## config.mk

```make
export PLATFORM = sky130hd
export DESIGN_NAME = clt_gauss
export DESIGN_NICKNAME = d
export VERILOG_FILES = /design/src/rtl/clt_gauss.sv
export SDC_FILE = /design/constraint.sdc
export NUM_CORES = 1
export LEC_CHECK = 0
export BUFFER_PORTS_ARGS = -buffer_cell sky130_fd_sc_hd__buf_4
export CAP_MARGIN = 10
export CORE_MARGIN = 1.5
export CORE_UTILIZATION = 25
export CTS_BUF_LIST = sky130_fd_sc_hd__clkbuf_16
export CTS_CLUSTER_DIAMETER = 50
export DETAILED_ROUTE_END_ITERATION = 16
export REMOVE_ABC_BUFFERS = 1
export SKIP_CTS_REPAIR_TIMING = 1
export SYNTH_ARGS = -nofsm -noshare
export SYNTH_HDL_FRONTEND = slang
export SYNTH_SLANG_ARGS = --single-unit
```

## constraint.sdc

```tcl
create_clock -name clk -period 7.8 [get_ports clk]
set_input_delay 0.39 -clock clk [delete_from_list [all_inputs] [get_ports clk]]
set_output_delay 0.39 -clock clk [all_outputs]
set_load 0.05 [all_outputs]
```

## src/rtl/clt_gauss.sv

```systemverilog
// rtl/clt_gauss.sv - CLT Gaussian approximator: sums 2^LOG2_N words (two 16-bit halves each).
// Optional build macro CLT_MEAN_REMOVE_EN: output is the signed sum minus 2^(SUM_W-1).
module clt_gauss #(
  parameter  int LOG2_N = 3,
  localparam int SUM_W  = 17 + LOG2_N
) (
  input  logic             clk,
  input  logic             reset,
  input  logic [31:0]      data,
  input  logic             in_valid,
  output logic             in_ready,
  output logic [SUM_W-1:0] gauss_out,
  output logic             out_valid,
  input  logic             out_ready
);

  typedef enum logic {ACC, STALL} state_t;

  state_t             state_q, state_d;
  logic [SUM_W-1:0]   acc_q, acc_d;
  logic [SUM_W-1:0]   out_q, out_d;
  logic [LOG2_N-1:0]  cnt_q, cnt_d;
  logic               ov_q, ov_d;
  logic [SUM_W-1:0]   sum_w;
  logic               accept;
  logic               last_word;

  assign in_ready  = (state_q == ACC) && !reset;
  assign accept    = in_valid && in_ready;
  assign last_word = &cnt_q;
  assign sum_w     = acc_q + SUM_W'(data[31:16]) + SUM_W'(data[15:0]);

  always_comb begin
    acc_d = acc_q;
    cnt_d = cnt_q;
    out_d = out_q;
    ov_d  = ov_q;
    if (ov_q && out_ready) begin
      ov_d = 1'b0;
    end
    if (accept) begin
      if (last_word) begin
        acc_d = '0;
        cnt_d = '0;
        ov_d  = 1'b1;
`ifdef CLT_MEAN_REMOVE_EN
        out_d = {~sum_w[SUM_W-1], sum_w[SUM_W-2:0]};
`else
        out_d = sum_w;
`endif
      end else begin
        acc_d = sum_w;
        cnt_d = cnt_q + 1'b1;
      end
    end
    // Stall as soon as the final word would find the output register still occupied.
    state_d = ((&cnt_d) && ov_d) ? STALL : ACC;
  end

  always_ff @(posedge clk) begin
    if (reset) begin
      state_q <= ACC;
      acc_q   <= '0;
      cnt_q   <= '0;
      out_q   <= '0;
      ov_q    <= 1'b0;
    end else begin
      state_q <= state_d;
      acc_q   <= acc_d;
      cnt_q   <= cnt_d;
      out_q   <= out_d;
      ov_q    <= ov_d;
    end
  end

  assign gauss_out = out_q;
  assign out_valid = ov_q;

endmodule

```

After elaboration in Yosys (flattened, before gate mapping) --
Index checks and enable logic that the tools add are counted.
Word-level totals: bits in registers 45, input port bits 36, output and inout bits 22
Cells by class: add/sub/neg operators 3, mux-type cells 7, bitwise gates (word level) 1, reduce and logical (&&, ||, !) cells 8
Operators with widths (number):
- $add 20x16->20 | 2
- $mux 20 | 1
- $mux 3 | 2
- $reduce_and 3->1 | 2
- $logic_and 1x1->1 | 4
- $mux 1 | 4
- $reduce_and 4->1 | 1
- $add 3x1->3 const B | 1
- $logic_not 1->1 | 1
- $not 1->1 | 1

Logic depth before layout (Yosys ltp) --
word-level depth 7, mapped depth 12, mapped depth without buffers 12

Least setup slack after synthesis --
Ideal clock, no wire load.
kind input port to flip-flop, start point input data[1], end point register acc_q[11], library setup time 0.137 ns, arrival 2.671 ns, data required time 7.663 ns, setup slack 4.992 ns, stages on the path 10, path buffers 0, cells stage by stage fa_1 -> ha_1 -> inv_1 -> fa_1 -> nand2b_1 -> a21oi_1 -> o21ai_1 -> nor4b_1 -> a2111oi_0 -> o21ai_0
Between the ends: word-level cells in the longest chain between the ends 2
Ends and longest elaborated chain:
- start, declared | RTL line 9 | input logic [31:0] data,
- $add 20x16->20 | RTL line 31 | assign sum_w = acc_q + SUM_W'(data[31:16]) + SUM_W'(data[15:0]);
- $mux 20 | RTL line 42 | if (last_word) begin
- end signal, assigned | RTL line 63 | acc_q <= '0;
- end signal, assigned | RTL line 69 | acc_q <= acc_d;
- end, declared | RTL line 20 | logic [SUM_W-1:0] acc_q, acc_d;
No other way between the ends. A chain may end at the register's enable or synchronous reset.

Worst setup path after layout --
start point register acc_q[1], end point register acc_q[19]
Between the ends: word-level cells in the longest chain between the ends 3
Ends and longest elaborated chain (RTL line):
- $add 20x16->20 (2 in series) | 31
- $mux 20 | 42
No other way between the ends.

==> metrics.cfg <==
[timing]
relSlewSlack=0.525
worst_slack_ns=4.77
min_period_ns=3.03
tightest_slew_ns=0.712
hold_slack_ns=0.458
maxSlewViolCount=0
setup_violations=0
max_freq_mhz=330
fin_setup_tns_ns=0
hold_violations=0
grt_setup_unrepaired=no
period_share=0.388
fin_worst_skew_ns=0.00423

[synthesis]
synth_compound_area_frac=0.223
synth_top_area_frac=0.310
synth_edf_count=0
yosysSeqAreaShare=0.310
synthMuxAreaShare=0
netlist_area_um2=2900
yosys.area.top_type=dfxtp_1
ys.flop_type=dfxtp_1
ys_types=59
synth-xor-area-share=0.0302
ys_seq_elements=45
synth_top_family_by_area=compound AO/OA/AOI/OAI gates
ys_top_cells_by_area=dfxtp_1, fa_1, ha_1, a21oi_1, nand2_1
syn-mean-instance-area_um2=8.64
ys_warn_count=0
synth_simple_gate_area_frac=0.194
synthAdderAreaFrac=0.195
synthArstFlopShare=0
synth_cells=336

[finish]
final_core_util=0.316
nFillCells=1188
layout.nets=458
areaGrowthSynthToFinish_pct=23.8
layout.cells.non_filler=531
antennaDiodeCount=0
drive_gt1_frac=0.196

[floorplanning]
die_area_um2=12300
core_um2=11400
io_pins=58
start_util=0.255
dieWidth_um=111
row_count=39
dieHeight_um=111

[cts]
path_clk_slew_ns=0.07
clock_latency_ns=0.28
clockBufferDepth=2
htreeDepth=2
root_buffer=clkbuf_16
cts_buffers=5
cts_tree=built
cts.sinks=45

[critical_path]
critPathCaptureType=flip-flop
cp_top_family=compound AO/OA/AOI/OAI gates
r2r-start=acc_q[1]$_SDFFE_PP0P_
required_ns=7.92
crit_chain=fa_1 -> ha_1 -> inv_1 -> fa_1 -> nand2b_1 -> a21oi_1 -> o21ai_1 -> o211a_1 -> o21ai_0 -> o311ai_0
crit_fanout=7
cp_slowest_stage_delay_ns=0.48
crit_buf_inv=1
r2r_setup_slack_ns=4.77
r2r_cells=10
critical_path_class=flip-flop to flip-flop
cp.arrival_ns=3.15
start_kind=flip-flop
crit_path_frequent_cell=fa_1
slowest_stage=fa_1
r2r_end=acc_q[19]$_SDFFE_PP0P_

[detailed_routing]
ant_nets=0
route.detailed.drc=0
dr.first_iter.drc_count=134
vias_per_cell=4.88
vias=2592
wl_per_cell_um=14.3
dr.pass1.iters=4
wl_mm=7.58

[placement]
dp_cells=523
dpl_worst_slack_ns=4.51
hpwl_mm=5.67
globalplace.congestion=0.842
place.port_buffers=57

[global_route]
grt_max_degree=43
gr-total-overflow=0
grt_pass1_wl_mm=12.6
grt_usage=0.125
antenna_found_initial=0
grt_pass1_vias=2594

[power]
powerDensity_nw_per_um2=296
ir_drop_uv=103
leakage_nw=1.48

[hold_path]
hold_end=gauss_out[7]$_SDFFE_PP0P_
hold-path-cell-count=2
hold_start=gauss_out[7]$_SDFFE_PP0P_
worst_hold_path_type=flip-flop to flip-flop

[job]
cap_violations=0

[outcome]
status=finished clean

[metal layers]
layer  track usage  vias to the layer above  share of wire
li1              -                     1319              -
met1         0.166                     1218           0.47
met2         0.208                       53           0.47
met3        0.0312                        2          0.048
met4        0.0214                        0         0.0045
met5             0                        -              0
[where the power goes]
part	switching (W)	internal [W]	total (W)
Combinational	0.000321	0.000235	0.000556
Sequential	0.0000291	0.000267	0.000296
Clock	0.0000923	0.000118	0.000210
Total	0.000442	0.000620	0.00106
[metrics by stage]
step / instance area (um^2) / total power (W)
after floorplan: 2820 / 0.000723
after global placement: 3450 / 0.000841
after detailed placement: 3450 / 0.000854
after CTS: 3590 / 0.00107
after global routing: 3590 / 0.00116
final: 3590 / 0.00106
[sequential cells by signal (all words and copies together) (netlist names)]
register,count
state_q,1
cnt_q,3
out_valid,1
acc_q,20
gauss_out,20
[worst max-delay path by stage]
stage | cells past startpoint | startpoint | endpoint
2_1_floorplan | 10 | data[1] | gauss_out[11]$_SDFFE_PP0P_
3_3_place_gp | 11 | data[1] | acc_q[19]$_SDFFE_PP0P_
3_5_place_dp | 11 | data[1] | acc_q[19]$_SDFFE_PP0P_
4_1_cts | 10 | acc_q[1]$_SDFFE_PP0P_ | acc_q[19]$_SDFFE_PP0P_
5_1_grt | 10 | acc_q[1]$_SDFFE_PP0P_ | acc_q[19]$_SDFFE_PP0P_
6_report | 10 | acc_q[1]$_SDFFE_PP0P_ | acc_q[19]$_SDFFE_PP0P_
[cells by family after synthesis]
kind of cell	count (synthesis)
compound gates	97
xor+xnor	10
fa+ha+maj	35
buf+inv	31
flops	45
simple gates	118
[cell usage after synthesis (3+ instances only)]
library cell / n
a21oi_1: 32
xor2_1: 4
o211ai_1: 7
a31oi_1: 4
o31ai_1: 3
nor2_1: 24
a211oi_1: 3
xnor2_1: 6
or3_1: 3
fa_1: 17
nand3_1: 21
nand2b_1: 3
ha_1: 18
inv_1: 14
o21ai_0: 13
nor2b_1: 3
o21a_1: 3
dfxtp_1: 45
clkbuf_1: 11
a22oi_1: 6
nand2_1: 38
nor3_1: 9
[worst register-to-register path, delay by kind of cell, from the launching register on]
| family | cells | cell delay (ns) |
|---|---|---|
| simple gates | 1 | 0.18 |
| buf+inv | 1 | 0.07 |
| fa+ha+maj | 3 | 1.07 |
| compound gates | 5 | 1.23 |
| flops | 1 | 0.33 |
[final cells by class]
type | instances | area (um^2) | area share
Timing Repair Buffer | 60 | 450 | 0.125
Clock inverter | 3 | 17.5 | 0.00487
Tap cell | 143 | 179 | 0.0498
Sequential cell | 45 | 901 | 0.251
Clock buffer | 5 | 125 | 0.0348
Multi-Input combinational cell | 260 | 1860 | 0.519
Inverter | 15 | 56.3 | 0.0157
[layout by cell type, fill, tap and decap left out, drive strengths merged, types with 2 or more instances in the layout]
cell / netlist / layout
a211oi: 3 / 3
a21o: 4 / 4
a21oi: 33 / 33
a22oi: 6 / 6
a31oi: 4 / 4
a32oi: 2 / 2
a41oi: 2 / 2
and3: 3 / 3
buf: 3 / 60
clkbuf: 11 / 5
clkinv: 1 / 4
dfxtp: 45 / 45
fa: 17 / 17
ha: 18 / 18
inv: 14 / 14
nand2: 38 / 38
nand2b: 3 / 3
nand3: 21 / 21
nand4: 2 / 2
nor2: 24 / 24
nor2b: 3 / 3
nor3: 10 / 10
nor4: 2 / 2
nor4b: 2 / 2
o211a: 2 / 2
o211ai: 7 / 7
o21a: 3 / 3
o21ai: 15 / 15
o31ai: 3 / 3
or3: 3 / 3
or4: 2 / 2
xnor2: 6 / 6
xor2: 4 / 4
No activity file was read; power rests on OpenSTA's default activity.
